--- src/rtl/fetch_pkg.sv ---
// Shared constants, state encoding and helpers for the instruction fetch block.
package fetch_pkg;

    localparam int          INSTR_W = 32;
    localparam logic [31:0] PC_INC  = 32'd4;

    typedef enum logic [1:0] {
        BOOT  = 2'd0,
        FETCH = 2'd1,
        HOLD  = 2'd2
    } fetch_state_e;

    // Word-align a fetch target by clearing the byte offset.
    function automatic logic [31:0] align_pc(input logic [31:0] pc);
        return {pc[31:2], 2'b00};
    endfunction

endpackage

--- src/rtl/fetch_fifo.sv ---
// Synchronous prefetch FIFO. Flush has priority over push and pop.
// A push into a full FIFO is accepted only when a pop frees a slot in the same cycle.
module fetch_fifo #(
    parameter int WIDTH = 64,
    parameter int DEPTH = 4
) (
    input  logic                   clk_i,
    input  logic                   rst_ni,
    input  logic                   push_i,
    input  logic [WIDTH-1:0]       wdata_i,
    input  logic                   pop_i,
    input  logic                   flush_i,
    output logic [WIDTH-1:0]       rdata_o,
    output logic [$clog2(DEPTH):0] count_o,
    output logic                   empty_o,
    output logic                   full_o
);

    localparam int          AW      = $clog2(DEPTH);
    localparam logic [AW:0] DEPTH_C = (AW + 1)'(DEPTH);

    logic [WIDTH-1:0] mem_q [DEPTH];
    logic [AW-1:0]    wr_ptr_q;
    logic [AW-1:0]    rd_ptr_q;
    logic [AW:0]      count_q;
    logic             do_push;
    logic             do_pop;

    assign empty_o = (count_q == '0);
    assign full_o  = (count_q == DEPTH_C);
    assign count_o = count_q;
    assign rdata_o = mem_q[rd_ptr_q];
    assign do_pop  = pop_i & ~flush_i & ~empty_o;
    assign do_push = push_i & ~flush_i & (~full_o | do_pop);

    // Storage: written on push; cleared only by reset so the head reads zero out of reset.
    always_ff @(posedge clk_i or negedge rst_ni) begin
        if (!rst_ni) begin
            for (int i = 0; i < DEPTH; i++) begin
                mem_q[i] <= '0;
            end
        end else if (do_push) begin
            mem_q[wr_ptr_q] <= wdata_i;
        end
    end

    // Pointers and occupancy; a simultaneous push and pop leaves the count unchanged.
    always_ff @(posedge clk_i or negedge rst_ni) begin
        if (!rst_ni) begin
            wr_ptr_q <= '0;
            rd_ptr_q <= '0;
            count_q  <= '0;
        end else if (flush_i) begin
            wr_ptr_q <= '0;
            rd_ptr_q <= '0;
            count_q  <= '0;
        end else begin
            if (do_push) wr_ptr_q <= wr_ptr_q + AW'(1);
            if (do_pop)  rd_ptr_q <= rd_ptr_q + AW'(1);
            count_q <= count_q + (AW + 1)'(do_push) - (AW + 1)'(do_pop);
        end
    end

endmodule

--- src/rtl/instr_fetch_ctrl.sv ---
// Fetch sequencer: owns the PC, issues one word read per cycle under a credit
// limit, tracks reads through a MEM_LAT-deep pipe and buffers returned words
// (tagged with their PC) in a prefetch FIFO that feeds decode.
//
// Handshake: if_valid is high whenever the FIFO is non-empty; the head entry
// is consumed at a rising edge where if_valid & if_ready are both high and no
// redirect is present. While if_valid=1 and if_ready=0 the head is held stable.
module instr_fetch_ctrl
    import fetch_pkg::*;
#(
    parameter logic [31:0] RESET_PC   = 32'h0000_0000,
    parameter int          MEM_LAT    = 2,
    parameter int          FIFO_DEPTH = 4
) (
    input  logic         clk,
    input  logic         rst_n,
    output logic [31:0]  mem_addr,
    output logic         mem_req,
    input  logic [31:0]  mem_instr,
    output logic         if_valid,
    input  logic         if_ready,
    output logic [31:0]  if_instr,
    output logic [31:0]  if_pc,
    input  logic         redirect_valid,
    input  logic [31:0]  redirect_pc,
    output logic         misalign_err,
    output logic [1:0]   dbg_state_o
);

    localparam int         CW      = $clog2(FIFO_DEPTH) + 1;
    localparam logic [7:0] DEPTH_C = 8'(FIFO_DEPTH);

    fetch_state_e               state_q;
    logic [31:0]                pc_q;
    logic [31:0]                pc_d;
    logic [31:0]                last_addr_q;
    logic                       misalign_q;
    logic [MEM_LAT-1:0]         pipe_v_q;
    logic [MEM_LAT-1:0][31:0]   pipe_pc_q;

    logic [CW-1:0]              fifo_count;
    logic                       fifo_empty;
    logic                       fifo_full;
    logic [2*INSTR_W-1:0]       fifo_rdata;

    logic [7:0]                 inflight;
    logic [7:0]                 used;
    logic                       has_credit;
    logic                       last_credit;
    logic                       issue;
    logic [31:0]                issue_addr;
    logic                       exit_valid;
    logic [31:0]                exit_pc;

    // Count reads still travelling through the latency pipe (including the one exiting now).
    always_comb begin
        inflight = '0;
        for (int i = 0; i < MEM_LAT; i++) begin
            inflight = inflight + 8'(pipe_v_q[i]);
        end
    end

    // Credit check: a read is issued only if its word is guaranteed a FIFO slot.
    assign used        = 8'(fifo_count) + inflight;
    assign has_credit  = (used < DEPTH_C) && !fifo_full;
    assign last_credit = ((used + 8'd1) >= DEPTH_C);

    // A redirect always issues (it frees every credit); otherwise only FETCH issues.
    assign issue      = redirect_valid | ((state_q == FETCH) && has_credit);
    assign issue_addr = redirect_valid ? align_pc(redirect_pc) : pc_q;
    assign pc_d       = issue_addr + PC_INC;
    assign mem_req    = issue;
    assign mem_addr   = issue ? issue_addr : last_addr_q;

    assign exit_valid = pipe_v_q[MEM_LAT-1];
    assign exit_pc    = pipe_pc_q[MEM_LAT-1];

    fetch_fifo #(
        .WIDTH (2 * INSTR_W),
        .DEPTH (FIFO_DEPTH)
    ) u_fifo (
        .clk_i   (clk),
        .rst_ni  (rst_n),
        .push_i  (exit_valid),
        .wdata_i ({mem_instr, exit_pc}),
        .pop_i   (if_ready & ~redirect_valid),
        .flush_i (redirect_valid),
        .rdata_o (fifo_rdata),
        .count_o (fifo_count),
        .empty_o (fifo_empty),
        .full_o  (fifo_full)
    );

    assign if_valid     = ~fifo_empty;
    assign if_instr     = fifo_rdata[2*INSTR_W-1:INSTR_W];
    assign if_pc        = fifo_rdata[INSTR_W-1:0];
    assign misalign_err = misalign_q;
    assign dbg_state_o  = state_q;

    // Latency pipe: a redirect squashes every older read, keeping only its own request.
    always_ff @(posedge clk or negedge rst_n) begin
        if (!rst_n) begin
            pipe_v_q  <= '0;
            pipe_pc_q <= '0;
        end else begin
            pipe_v_q[0]  <= issue;
            pipe_pc_q[0] <= issue_addr;
            for (int i = 1; i < MEM_LAT; i++) begin
                pipe_v_q[i]  <= pipe_v_q[i-1] & ~redirect_valid;
                pipe_pc_q[i] <= pipe_pc_q[i-1];
            end
        end
    end

    // PC, last driven address and the sticky misalignment flag.
    always_ff @(posedge clk or negedge rst_n) begin
        if (!rst_n) begin
            pc_q        <= RESET_PC;
            last_addr_q <= RESET_PC;
            misalign_q  <= 1'b0;
        end else begin
            if (issue) begin
                pc_q        <= pc_d;
                last_addr_q <= issue_addr;
            end
            if (redirect_valid && (redirect_pc[1:0] != 2'b00)) begin
                misalign_q <= 1'b1;
            end
        end
    end

    // Sequencing FSM: BOOT idles one cycle, FETCH issues, HOLD waits for credit.
    always_ff @(posedge clk or negedge rst_n) begin
        if (!rst_n) begin
            state_q <= BOOT;
        end else if (redirect_valid) begin
            state_q <= FETCH;
        end else begin
            case (state_q)
                BOOT:    state_q <= FETCH;
                FETCH:   if (!has_credit || last_credit) state_q <= HOLD;
                HOLD:    if (has_credit) state_q <= FETCH;
                default: state_q <= BOOT;
            endcase
        end
    end

endmodule

--- config.mk ---
export PLATFORM = sky130hd
export DESIGN_NAME = instr_fetch_ctrl
export DESIGN_NICKNAME = d
export VERILOG_FILES = /design/src/rtl/fetch_pkg.sv /design/src/rtl/fetch_fifo.sv /design/src/rtl/instr_fetch_ctrl.sv
export SDC_FILE = /design/constraint.sdc
export NUM_CORES = 1
export LEC_CHECK = 0
export BUFFER_PORTS_ARGS = -buffer_cell sky130_fd_sc_hd__clkbuf_2
export CAP_MARGIN = 20
export CELL_PAD_IN_SITES_DETAIL_PLACEMENT = 1
export CELL_PAD_IN_SITES_GLOBAL_PLACEMENT = 1
export CORE_ASPECT_RATIO = 1.75
export CORE_UTILIZATION = 45
export CTS_BUF_LIST = sky130_fd_sc_hd__clkbuf_16
export CTS_CLUSTER_DIAMETER = 50
export DETAILED_ROUTE_END_ITERATION = 7
export PLACE_DENSITY = 0.76
export SETUP_SLACK_MARGIN = 0.2
export SYNTH_ARGS = -nofsm -noshare
export SYNTH_HDL_FRONTEND = slang
export SYNTH_SLANG_ARGS = --single-unit
--- constraint.sdc ---
create_clock -name clk -period 2.98 [get_ports clk]
set_input_delay 0.298 -clock clk [delete_from_list [all_inputs] [get_ports clk]]
set_output_delay 0.298 -clock clk [all_outputs]
set_load 0.01 [all_outputs]
Word-level counts from Yosys, hierarchy flattened
Index checks and enable logic that the tools add are counted.
{"block": "totals", "ff_bits": 396, "input_bits": 68, "out_inout_bits": 101, "wordCells": 75}
{"block": "classes", "addsub": 8, "n_lt_le_gt_ge": 5, "n_eq_ne": 5, "mux": 17, "bitwise_logic": 13, "reduce_logical": 13}
{"op": "$bwmux W256", "count": 1}
{"op": "$mux W64", "count": 3}
{"op": "$bmux W64 S2", "count": 1}
{"op": "$demux W64 S2", "count": 1}
{"op": "$mux W32", "count": 2}
{"op": "$add A32 B3 Y32 const B", "count": 1}
{"op": "$mux W2", "count": 7}
{"op": "$and A1 B1 Y1", "count": 6}
{"op": "$ge A3 B3 Y1 const B", "count": 2}
{"op": "$not A2 Y3", "count": 2}
{"op": "$pmux W2 S3", "count": 1}
{"op": "$reduce_bool A2 Y1", "count": 3}
{"op": "$add A4 B1 Y5 const B", "count": 1}
{"op": "$ge A5 B3 Y1 const B", "count": 1}
{"op": "$add A2 B1 Y2 const B", "count": 2}
{"op": "$add A3 B2 Y4", "count": 1}
{"op": "$logic_and A1 B1 Y1", "count": 4}
{"op": "$lt A4 B3 Y1 const B", "count": 1}
{"op": "$add A3 B1 Y3", "count": 1}
{"op": "$eq A3 B3 Y1 const B", "count": 1}
{"op": "$logic_not A3 Y1", "count": 1}
{"op": "$lt A3 B1 Y1 const B", "count": 1}
{"op": "$mux W3", "count": 1}
{"op": "$ne A3 B2 Y1 const B", "count": 1}
{"op": "other kinds (11)", "count": 15}

Longest topological paths before layout
Gate-level depths: netlist of the first run.
{"block": "depth", "ltp_word": 9, "mapped_depth": 12, "ltp_nobuf": 10}

Cells and area by module
From an unflattened synthesis of the first run, not the netlist that was laid out.
{"block": "hier_totals", "cells_unflattened": 1150, "area_unflattened_um2": 17544.3}
{"module": "fetch_fifo", "instances": 1, "cells_each": 663, "area_per_inst_um2": 12082.8, "seq_area_each_um2": 6581.3}
{"module": "instr_fetch_ctrl", "instances": 1, "cells_each": 487, "area_per_inst_um2": 5461.5, "seq_area_each_um2": 3328.2}

Worst setup path after synthesis of the first run
OpenSTA, ideal clock, no wires.
{"block": "synth_timing", "path_kind": "register to output", "startpoint": "register u_fifo.count_q[0], in the netlist u_fifo.count_o[0]", "endpoint": "output mem_addr[27]", "arrival_time_ns": 2.585, "setup_slack_ns": 0.097, "path_stages_with_launch": 9, "path_cell_list": "dfrtp_1 fa_1 ha_1 or2_2 a221oi_4 nor2_2 clkinv_1 buf_2 mux2_2"}
{"block": "synth_between", "elab_chain_len": 6}
{"item": "from (decl)", "line": "fetch_fifo.sv:25", "source": "logic [AW:0] count_q;"}
{"item": "from (signal assigned)", "line": "fetch_fifo.sv:60", "source": "count_q <= count_q + (AW + 1)'(do_push) - (AW + 1)'(do_pop);"}
{"item": "$add A3 B2 Y4 or $eq A3 B3 Y1 (tied branches)", "line": "instr_fetch_ctrl.sv:64, fetch_fifo.sv:30"}
{"item": "$lt A4 B3 Y1 or $logic_not A1 Y1 (tied branches)", "line": "instr_fetch_ctrl.sv:65", "source": "assign has_credit = (used < DEPTH_C) && !fifo_full;"}
{"item": "$logic_and A1 B1 Y1 *", "line": "instr_fetch_ctrl.sv:65"}
{"item": "$logic_and A1 B1 Y1 *", "line": "instr_fetch_ctrl.sv:69", "source": "assign issue = redirect_valid | ((state_q == FETCH) && has_credit);"}
{"item": "$or A1 B1 Y1 *", "line": "instr_fetch_ctrl.sv:69"}
{"item": "$mux W32 *"}
{"item": "to (decl)", "line": "instr_fetch_ctrl.sv:17", "source": "output logic [31:0] mem_addr,"}
Mark *: on every way between the ends. The rest lies on a longest branch, timed or not.

Final worst setup path of the first run
{"block": "layout_timing", "startpoint": "register pipe_v_q[0]", "endpoint": "output mem_addr[28]"}
{"block": "layout_between", "elab_chain_len": 7}
{"item": "from (decl)", "line": "instr_fetch_ctrl.sv:38", "source": "logic [MEM_LAT-1:0] pipe_v_q;"}
{"item": "from (signal assigned)", "line": "instr_fetch_ctrl.sv:106", "source": "pipe_v_q[0] <= issue;"}
{"item": "from (signal, indexed assignment)", "line": "instr_fetch_ctrl.sv:109", "source": "pipe_v_q[i] <= pipe_v_q[i-1] & ~redirect_valid;"}
{"item": "$add A1 B1 Y2", "line": "instr_fetch_ctrl.sv:59", "source": "inflight = inflight + 8'(pipe_v_q[i]);"}
{"item": "$add A3 B2 Y4", "line": "instr_fetch_ctrl.sv:64", "source": "assign used = 8'(fifo_count) + inflight;"}
{"item": "$lt A4 B3 Y1", "line": "instr_fetch_ctrl.sv:65"}
{"item": "$logic_and A1 B1 Y1", "line": "instr_fetch_ctrl.sv:65"}
{"item": "$logic_and A1 B1 Y1", "line": "instr_fetch_ctrl.sv:69"}
{"item": "$or A1 B1 Y1", "line": "instr_fetch_ctrl.sv:69"}
{"item": "$mux W32"}
No other way between the ends.

==> impl_metrics.xml, run 1 <==
<?xml version="1.0" encoding="UTF-8"?>
<metrics>
  <group name="power">
    <metric name="comb_power_share" unit="%">35.3</metric>
    <metric name="switching_power" unit="µW">6670</metric>
    <metric name="clockPowerShare" unit="%">22.7</metric>
    <metric name="total_power" unit="µW">20700</metric>
    <metric name="powerDensity" unit="nW/µm²">1010</metric>
    <metric name="swShare" unit="%">32.1</metric>
    <metric name="leakage" unit="µW">0.00959</metric>
    <metric name="p_int" unit="µW">14100</metric>
    <metric name="seqPwrFrac" unit="%">42.0</metric>
    <metric name="vdd_ir_drop_max" unit="mV">0.603</metric>
  </group>
  <group name="timing">
    <metric name="unrepaired_setup_endpoints_after_global_routing" unit="">yes</metric>
    <metric name="maxSlewHeadroom" unit="%">54.5</metric>
    <metric name="setup_slack" unit="ps">-175</metric>
    <metric name="worstMarginPinSlew" unit="ps">682</metric>
    <metric name="finalMaxSlewViolations" unit="">0</metric>
    <metric name="period_needed" unit="ps">3160</metric>
    <metric name="timing.final.hold_violations" unit="">0</metric>
    <metric name="fmaxAchievable" unit="GHz">0.317</metric>
    <metric name="final.setup_skew" unit="ps">18.2</metric>
    <metric name="period_share" unit="%">106</metric>
    <metric name="setup-violations-final" unit="">33</metric>
  </group>
  <group name="setup_path">
    <metric name="timing.critical_path.to_type" unit="">output port</metric>
    <metric name="timing_worst_setup_path_type" unit="">register to output port</metric>
    <metric name="slowest_delay" unit="ps">410</metric>
    <metric name="path_max_fanout" unit="">7</metric>
    <metric name="worstSetupStartpointType" unit="">register</metric>
    <metric name="critPathRequiredTime" unit="ps">2680</metric>
    <metric name="critical_path_arrival" unit="ps">2860</metric>
    <metric name="cpMaxStageDelayCell" unit="">dfrtp_1</metric>
    <metric name="ordered_list_of_cells_on_the_worst_path" unit="">fa_2, ha_2, or2_4, a221oi_4, nor2_4, clkinv_4, buf_12, buf_16, nor2_1, a21oi_1, buf_2</metric>
  </group>
  <group name="final_layout">
    <metric name="diodes" unit="">0</metric>
    <metric name="multi_input_comb_area" unit="µm²">6800</metric>
    <metric name="final_nets" unit="">1443</metric>
    <metric name="filler_cell_count" unit="">3583</metric>
    <metric name="final_util" unit="%">55.4</metric>
    <metric name="area_growth_syn_to_layout" unit="%">20.3</metric>
    <metric name="area.sequential" unit="µm²">9920</metric>
    <metric name="final_layout_size_suffix_gt1_share" unit="%">46.8</metric>
  </group>
  <group name="clocking">
    <metric name="cts_sink_count" unit="">396</metric>
    <metric name="cts-buffers-inserted" unit="">39</metric>
    <metric name="ctsHtreeMaxLevel" unit="">2</metric>
    <metric name="path_clk_slew" unit="ps">60</metric>
    <metric name="root_buffer" unit="">clkbuf_16</metric>
    <metric name="tritoncts" unit="">done</metric>
    <metric name="clock_path_buffers" unit="">3</metric>
    <metric name="clk-insertion-delay-late" unit="ps">540</metric>
  </group>
  <group name="routing">
    <metric name="first_pass_iteration_count_of_the_detailed_router" unit="">4</metric>
    <metric name="drt-wirelength-per-cell" unit="µm">22.5</metric>
    <metric name="antenna_violating_nets_post_route" unit="">0</metric>
    <metric name="drcViolationCount" unit="">0</metric>
    <metric name="drt_first_iter_violations" unit="">319</metric>
    <metric name="number_of_vias_in_the_routed_layout" unit="">10400</metric>
    <metric name="drt-vias-per-instance" unit="">5.60</metric>
    <metric name="wl" unit="µm">41900</metric>
  </group>
  <group name="die">
    <metric name="fp.coreArea" unit="µm²">37000</metric>
    <metric name="die_w" unit="µm">149</metric>
    <metric name="row_count" unit="">93</metric>
    <metric name="dieArea" unit="µm²">38700</metric>
    <metric name="chipHeight" unit="µm">259</metric>
    <metric name="pin_count" unit="">169</metric>
    <metric name="floorplan.initialDensity" unit="%">46.0</metric>
  </group>
  <group name="logic_synthesis">
    <metric name="synthCells" unit="">1141</metric>
    <metric name="ys_ff_latch" unit="">396</metric>
    <metric name="yosys_most_used_dff" unit="">dfrtp_1</metric>
    <metric name="number_of_synthesized_flops_with_an_enable_pin" unit="">0</metric>
    <metric name="synth.net_count" unit="">1220</metric>
    <metric name="synth.yosys.warnings" unit="">0</metric>
    <metric name="synth.yosys.seq_area_share" unit="%">58.2</metric>
    <metric name="synthDominantCellAreaShare" unit="%">58.2</metric>
    <metric name="yosys.cell_types.count" unit="">67</metric>
    <metric name="post_synth_most_frequent_cells" unit="">dfrtp_1 (396), mux2_2 (245), mux4_2 (64), nor2_1 (60), buf_2 (37)</metric>
    <metric name="syn-cell-area" unit="µm²">17000</metric>
    <metric name="synth_largest_area_cell" unit="">dfrtp_1</metric>
    <metric name="avgSynthCellArea" unit="µm²">14.9</metric>
    <metric name="post_synth_main_area_contributors" unit="">dfrtp_1 (58%), mux2_2 (16%), mux4_2 (8.5%), mux2_1 (1.7%), nor2_1 (1.3%)</metric>
    <metric name="async_flop_share" unit="%">100</metric>
    <metric name="synth.most_common_cell" unit="">dfrtp_1</metric>
  </group>
  <group name="global_routing">
    <metric name="grt_antenna_before_repair" unit="">0</metric>
    <metric name="grt_first_pass_wirelength" unit="µm">66700</metric>
    <metric name="grt_overflow_total" unit="">0</metric>
    <metric name="grt_max_degree" unit="">83</metric>
    <metric name="number_of_global_route_vias_before_repair" unit="">12000</metric>
    <metric name="grt_usage" unit="%">22.4</metric>
  </group>
  <group name="placed_design">
    <metric name="dp.final_hpwl" unit="µm">26900</metric>
    <metric name="buffer_ports.inserted" unit="">168</metric>
    <metric name="gp_routability_congestion" unit="">0.780</metric>
  </group>
  <group name="outcome">
    <metric name="violations" unit="">setup timing</metric>
    <metric name="outcome" unit="">finished, violations left</metric>
  </group>
  <group name="min_path">
    <metric name="timing.hold.worst.class" unit="">input port to register</metric>
  </group>
  <group name="run">
    <metric name="maxCapViolCount" unit="">0</metric>
  </group>
</metrics>
[cell families after synthesis]
group | Yosys count | share of synthesized area, %
compound gates | 84 | 3.69
mux | 357 | 27.7
buf+inv | 89 | 2.45
simple gates | 184 | 6.07
flops | 396 | 58.2
xor+xnor | 20 | 1.03
fa+ha+maj | 11 | 0.896
[power groups by stage]
stage	Clock [µW]	Combinational, µW	Sequential [µW]
after floorplan	0	4510	8260
after global placement	0	6430	8580
after detailed placement	0	6660	8770
after CTS	4840	7160	8710
after global routing	5040	7900	8970
final	4710	7310	8710
[registers in the layout (all words and copies together), names as in the netlist]
register and cells:
u_fifo.count_o 3, exit_pc 32, last_addr_q 32, pipe_pc_q 32, u_fifo.rd_ptr_q 2, u_fifo.mem_q 256, u_fifo.wr_ptr_q 2, pipe_v_q 2
misalign_err 1, dbg_state_o 2, pc_q 32
[placed cells by master, fill, tap and decap left out, types with 5 or more instances in the layout]
cell type	Yosys	routed
xnor2_1	10	10
o31ai_1	7	7
nand2b_1	6	5
nand2_1	36	35
clkbuf_16	0	44
clkinv_1	1	6
buf_12	0	19
buf_6	3	5
o21a_1	5	5
clkinv_2	0	5
a21oi_1	34	21
a21oi_2	0	12
o211ai_1	5	5
ha_1	9	8
buf_4	1	42
a22oi_1	6	6
nor2b_1	9	9
nand4_1	11	11
mux2_2	245	242
nor2_1	60	59
dfrtp_1	396	394
o21ai_0	6	6
xor2_1	10	10
clkbuf_2	0	144
mux2_1	25	25
mux2i_1	22	22
nand3_1	15	15
inv_1	28	37
buf_2	37	19
mux4_2	64	64
nor3_1	7	7
[through the flow]
| stage | std cells | setup TNS [ps] | instance area (µm²) | hold WS (ps) | setup slack [ps] |
|---|---|---|---|---|---|
| after global routing | 1866 | -7030 | 20500 | 24.2 | -287 |
| final | 1866 | -3910 | 20500 | 26.7 | -175 |
| after floorplan | 1141 | 0 | 17000 | 2.41 | 192 |
| after CTS | 1851 | -7190 | 20300 | 8.22 | -272 |
| after detailed placement | 1762 | 0 | 18700 | 325 | 149 |
| after global placement | 1762 | 0 | 18700 | 315 | 212 |
[per-layer routing]
| metal | global-route usage [%] | part of all wire [%] | wire length [µm] |
|---|---|---|---|
| met5 | 0 | 0 | 0 |
| met4 | 9.21 | 3.4 | 1440 |
| met3 | 2.99 | 3.1 | 1310 |
| met1 | 24.9 | 37 | 15500 |
| met2 | 42.2 | 56 | 23700 |
[final cells by class]
class | instances | share of cell area [%]
sequential | 396 | 48.4
multi-input combinational | 656 | 33.2
timing repair buffer | 242 | 9.05
clock buffer | 41 | 5.01
tap | 475 | 2.90
clock inverter | 27 | 0.886
inverter | 29 | 0.556
[worst paths after layout]
path	cells after the start	slack (ps)	start	end
max	11	-180	pipe_v_q[0]	mem_addr[28]
min	3	30	redirect_pc[0]	misalign_err
max reg2reg	13	260	pipe_v_q[0]	pc_q[20]
min reg2reg	0	350	pipe_pc_q[22]	exit_pc[22]
max in group asynchronous	3	1710	rst_n	u_fifo.rd_ptr_q[0]
min in group asynchronous	2	330	rst_n	last_addr_q[19]
[repair_timing]
action / CTS / global route
resized for setup: 24 / 37
hold buffers: 1 / 0
pin swaps: 4 / 4
endpoints found under the hold margin: 73 / 0
setup endpoints to repair: 33 / 37
setup buffers: 15 / 12
gates cloned: 5 / 3
[worst max-delay path, delay by kind of cell (launching register included)]
kind                     cells  cell delay, ps
adder cells (fa/ha/maj)      2             600
buffers and inverters        4             520
AO/OA/AOI/OAI                2             440
flip-flops                   1             410
AND/OR/NAND/NOR              3             350
Power figures use the tool's default switching activity.
==> run 2, diff against run 1 <==
Settings changed: ABC_AREA set to 1, CORE_UTILIZATION 45 to 40, PLACE_DENSITY 0.76 to 0.75.
==> run 2 against run 1 <==
  * The flow still finishes with violations (setup timing)
  * Critical path depth up 1
  * Via count increased by 51%
  * Worst setup slack improved by 150 ps
  * Area after synthesis is 4.1% higher
  * Clock-buffer cell count is the same
  * Register-to-register slack better by 140 ps
  * Global-route usage rose by 3.4 points
  * Cell count is 54% higher
  * Die area increased by 17%
  * Core utilization shrank 6.7 points
  * Critical path type unchanged
  * Largest cell class unchanged
  * Highest routed layer unchanged
==> impl_metrics.xml, run 2 <==
<?xml version="1.0" encoding="UTF-8"?>
<metrics>
  <group name="outcome">
    <metric name="outcome" unit="">finished, violations left</metric>
    <metric name="violations" unit="">setup timing</metric>
  </group>
  <group name="logic_synthesis">
    <metric name="number_of_synthesized_flops_with_an_enable_pin" unit="">0</metric>
    <metric name="async_flop_share" unit="%">100</metric>
    <metric name="synth.yosys.seq_area_share" unit="%">55.9</metric>
    <metric name="avgSynthCellArea" unit="µm²">8.32</metric>
    <metric name="synth_largest_area_cell" unit="">dfrtp_1</metric>
    <metric name="synth.net_count" unit="">2211</metric>
    <metric name="post_synth_most_frequent_cells" unit="">nand2_1 (682), dfrtp_1 (396), o21ai_0 (376), nor2_1 (220), clkbuf_1 (74)</metric>
    <metric name="synth.yosys.warnings" unit="">0</metric>
    <metric name="yosys_most_used_dff" unit="">dfrtp_1</metric>
    <metric name="synthDominantCellAreaShare" unit="%">55.9</metric>
    <metric name="ys_ff_latch" unit="">396</metric>
    <metric name="synth.most_common_cell" unit="">nand2_1</metric>
    <metric name="synthCells" unit="">2132</metric>
    <metric name="syn-cell-area" unit="µm²">17700</metric>
    <metric name="yosys.cell_types.count" unit="">37</metric>
    <metric name="post_synth_main_area_contributors" unit="">dfrtp_1 (56%), nand2_1 (14%), o21ai_0 (11%), nor2_1 (4.7%), o22ai_1 (2.3%)</metric>
  </group>
  <group name="setup_path">
    <metric name="critPathRequiredTime" unit="ps">2680</metric>
    <metric name="critical_path_buf_inv_count" unit="">4</metric>
    <metric name="cpMaxStageDelayCell" unit="">fa_2</metric>
    <metric name="slowest_delay" unit="ps">430</metric>
    <metric name="r2r_slack" unit="ps">400</metric>
    <metric name="critPathCapture" unit="">mem_addr[28]</metric>
    <metric name="critPathMostFrequentCell" unit="">nand2_2</metric>
    <metric name="ordered_list_of_cells_on_the_worst_path" unit="">fa_2, ha_4, inv_2, nand2_2, nand2_2, nand4_1, nand2_2, buf_6, clkbuf_16, nor2_2, nor2_1, buf_2</metric>
    <metric name="timing.critical_path.to_type" unit="">output port</metric>
    <metric name="reg2reg_launch_point" unit="">u_fifo.count_o[0]</metric>
    <metric name="crit_cells" unit="">12</metric>
    <metric name="reg2reg_to" unit="">u_fifo.mem_q[148]</metric>
    <metric name="timing.critical_path.max_delay_family" unit="">adder cells</metric>
    <metric name="critical_path_arrival" unit="ps">2710</metric>
    <metric name="timing_worst_setup_path_type" unit="">register to output port</metric>
    <metric name="path_max_fanout" unit="">6</metric>
    <metric name="setup.worst_path.start" unit="">pipe_v_q[0]</metric>
    <metric name="worstSetupStartpointType" unit="">register</metric>
    <metric name="worst_r2r_path_depth" unit="">12</metric>
  </group>
  <group name="clocking">
    <metric name="root_buffer" unit="">clkbuf_16</metric>
    <metric name="ctsHtreeMaxLevel" unit="">2</metric>
    <metric name="clk-insertion-delay-late" unit="ps">550</metric>
    <metric name="cts-buffers-inserted" unit="">41</metric>
    <metric name="tritoncts" unit="">done</metric>
    <metric name="cts_sink_count" unit="">396</metric>
    <metric name="clock_path_buffers" unit="">3</metric>
    <metric name="path_clk_slew" unit="ps">70</metric>
  </group>
  <group name="routing">
    <metric name="drt-vias-per-instance" unit="">5.46</metric>
    <metric name="wl" unit="µm">59200</metric>
    <metric name="number_of_vias_in_the_routed_layout" unit="">15700</metric>
    <metric name="drt-wirelength-per-cell" unit="µm">20.5</metric>
    <metric name="first_pass_iteration_count_of_the_detailed_router" unit="">4</metric>
    <metric name="antenna_violating_nets_post_route" unit="">0</metric>
    <metric name="drcViolationCount" unit="">0</metric>
    <metric name="drt_first_iter_violations" unit="">703</metric>
  </group>
  <group name="final_layout">
    <metric name="layout.cell_area.non_filler" unit="µm²">21200</metric>
    <metric name="final_util" unit="%">48.7</metric>
    <metric name="final_nets" unit="">2365</metric>
    <metric name="largest-register" unit="">u_fifo.mem_q</metric>
    <metric name="area.sequential" unit="µm²">9910</metric>
    <metric name="final_layout_size_suffix_gt1_share" unit="%">18.4</metric>
    <metric name="filler_cell_count" unit="">5230</metric>
    <metric name="layout_commonest_cell" unit="">nand2_1</metric>
    <metric name="mostFrequentLayoutCells" unit="">nand2_1 (668), dfrtp_1 (394), o21ai_0 (362), nor2_1 (183), clkbuf_2 (141)</metric>
    <metric name="diodes" unit="">0</metric>
    <metric name="largest_register_ffs" unit="">256</metric>
    <metric name="area_growth_syn_to_layout" unit="%">19.7</metric>
    <metric name="multi_input_comb_area" unit="µm²">7240</metric>
  </group>
  <group name="global_routing">
    <metric name="grt_usage" unit="%">25.8</metric>
    <metric name="grt_first_pass_wirelength" unit="µm">91500</metric>
    <metric name="grt_antenna_before_repair" unit="">0</metric>
    <metric name="number_of_global_route_vias_before_repair" unit="">16900</metric>
    <metric name="grt_overflow_total" unit="">0</metric>
    <metric name="grt_max_degree" unit="">196</metric>
  </group>
  <group name="timing">
    <metric name="worstMarginPinSlew" unit="ps">881</metric>
    <metric name="period_needed" unit="ps">3010</metric>
    <metric name="hold-worst-slack" unit="ps">15.6</metric>
    <metric name="maxSlewHeadroom" unit="%">41.3</metric>
    <metric name="setup_slack" unit="ps">-27.7</metric>
    <metric name="final.setup_skew" unit="ps">15.4</metric>
    <metric name="unrepaired_setup_endpoints_after_global_routing" unit="">yes</metric>
    <metric name="setup-violations-final" unit="">7</metric>
    <metric name="fmaxAchievable" unit="GHz">0.332</metric>
    <metric name="period_share" unit="%">101</metric>
    <metric name="finalMaxSlewViolations" unit="">0</metric>
    <metric name="timing.final.hold_violations" unit="">0</metric>
    <metric name="setup-tns-final" unit="ps">-60.3</metric>
  </group>
  <group name="power">
    <metric name="seqPwrFrac" unit="%">40.1</metric>
    <metric name="swShare" unit="%">39.7</metric>
    <metric name="clockPowerShare" unit="%">22.3</metric>
    <metric name="switching_power" unit="µW">8360</metric>
    <metric name="comb_power_share" unit="%">37.6</metric>
    <metric name="leakage" unit="µW">0.0107</metric>
    <metric name="p_int" unit="µW">12700</metric>
    <metric name="vdd_ir_drop_max" unit="mV">0.645</metric>
    <metric name="powerDensity" unit="nW/µm²">991</metric>
  </group>
  <group name="die">
    <metric name="floorplan.initialDensity" unit="%">40.7</metric>
    <metric name="die_w" unit="µm">161</metric>
    <metric name="chipHeight" unit="µm">281</metric>
    <metric name="row_count" unit="">101</metric>
    <metric name="dieArea" unit="µm²">45200</metric>
    <metric name="pin_count" unit="">169</metric>
    <metric name="fp.coreArea" unit="µm²">43600</metric>
  </group>
  <group name="min_path">
    <metric name="timing.hold.worst.class" unit="">input port to register</metric>
  </group>
  <group name="placed_design">
    <metric name="dp.final_hpwl" unit="µm">34300</metric>
    <metric name="gp_routability_congestion" unit="">0.841</metric>
    <metric name="buffer_ports.inserted" unit="">168</metric>
    <metric name="placed_cell_area" unit="µm²">19100</metric>
  </group>
  <group name="run">
    <metric name="maxCapViolCount" unit="">0</metric>
  </group>
</metrics>
## run 2: routing by layer
| layer | vias up | GRT usage (%) | share of wire [%] |
|---|---|---|---|
| met5 | - | 0 | 0 |
| met4 | 0 | 11.7 | 4.1 |
| met3 | 126 | 2.90 | 3.5 |
| met2 | 388 | 48.0 | 53 |
| met1 | 7978 | 29.3 | 39 |
| li1 | 7232 | - | - |
## run 2: cells by family after synthesis
logic type	Yosys count	share of synthesized area, %
adders and majority gates	11	0.861
and+or+nand+nor	995	22.6
xor gates and xnor gates	3	0.148
DFF	396	55.9
AOI/OAI and AO/OA	515	15.2
buffers and inverters	212	5.33
## run 2: cell type report
| type | count | share of cell area (%) |
|---|---|---|
| timing repair buffer | 254 | 9.04 |
| clock buffer | 41 | 4.83 |
| inverter | 68 | 1.27 |
| multi-input combinational | 1525 | 34.1 |
| tap | 566 | 3.34 |
| clock inverter | 32 | 0.696 |
| sequential | 396 | 46.7 |
## run 2: worst min path at each step
| stage | from | endpoint | slack, ps | depth (start not counted) |
|---|---|---|---|---|
| 4_1_cts | mem_instr[9] | u_fifo.mem_q[169] | 0.3 | 3 |
| 6_report | mem_instr[5] | u_fifo.mem_q[37] | 20 | 3 |
| 3_5_place_dp | pipe_pc_q[24] | exit_pc[24] | 340 | 0 |
| 5_1_grt | mem_instr[9] | u_fifo.mem_q[169] | 20 | 3 |
| 2_1_floorplan | rst_n | dbg_state_o[0] | 2 | 0 |
| 3_3_place_gp | pipe_pc_q[18] | exit_pc[18] | 330 | 0 |
## run 2: power groups by stage
| stage | registers [µW] | clock network (µW) | logic [µW] |
|---|---|---|---|
| final | 8430 | 4690 | 7910 |
| after global routing | 8660 | 4990 | 8700 |
| after CTS | 8350 | 4810 | 7530 |
| after detailed placement | 8430 | 0 | 6840 |
| after global placement | 8320 | 0 | 6560 |
| after floorplan | 8070 | 0 | 4260 |
## run 2: stage by stage
stage	power, µW	worst slack [ps]	instances
after floorplan	12300	582	2132
after global placement	14900	437	2765
after detailed placement	15300	344	2765
after CTS	20700	27.6	2870
after global routing	22300	-123	2882
final	21000	-27.7	2882
## run 2: worst min-delay path, cell delays in order
cell	delay, ps
clkbuf_2	110
nand2_1	70
nand2_1	40
## run 2: repair_timing
item | in CTS | in global routing
pin swaps | 11 | 16
endpoints found under the setup margin | 36 | 211
endpoints found under the hold margin | 83 | 0
hold buffers | 8 | 0
cloned | 4 | 3
buffers inserted | 20 | 9
gates resized for setup | 76 | 89
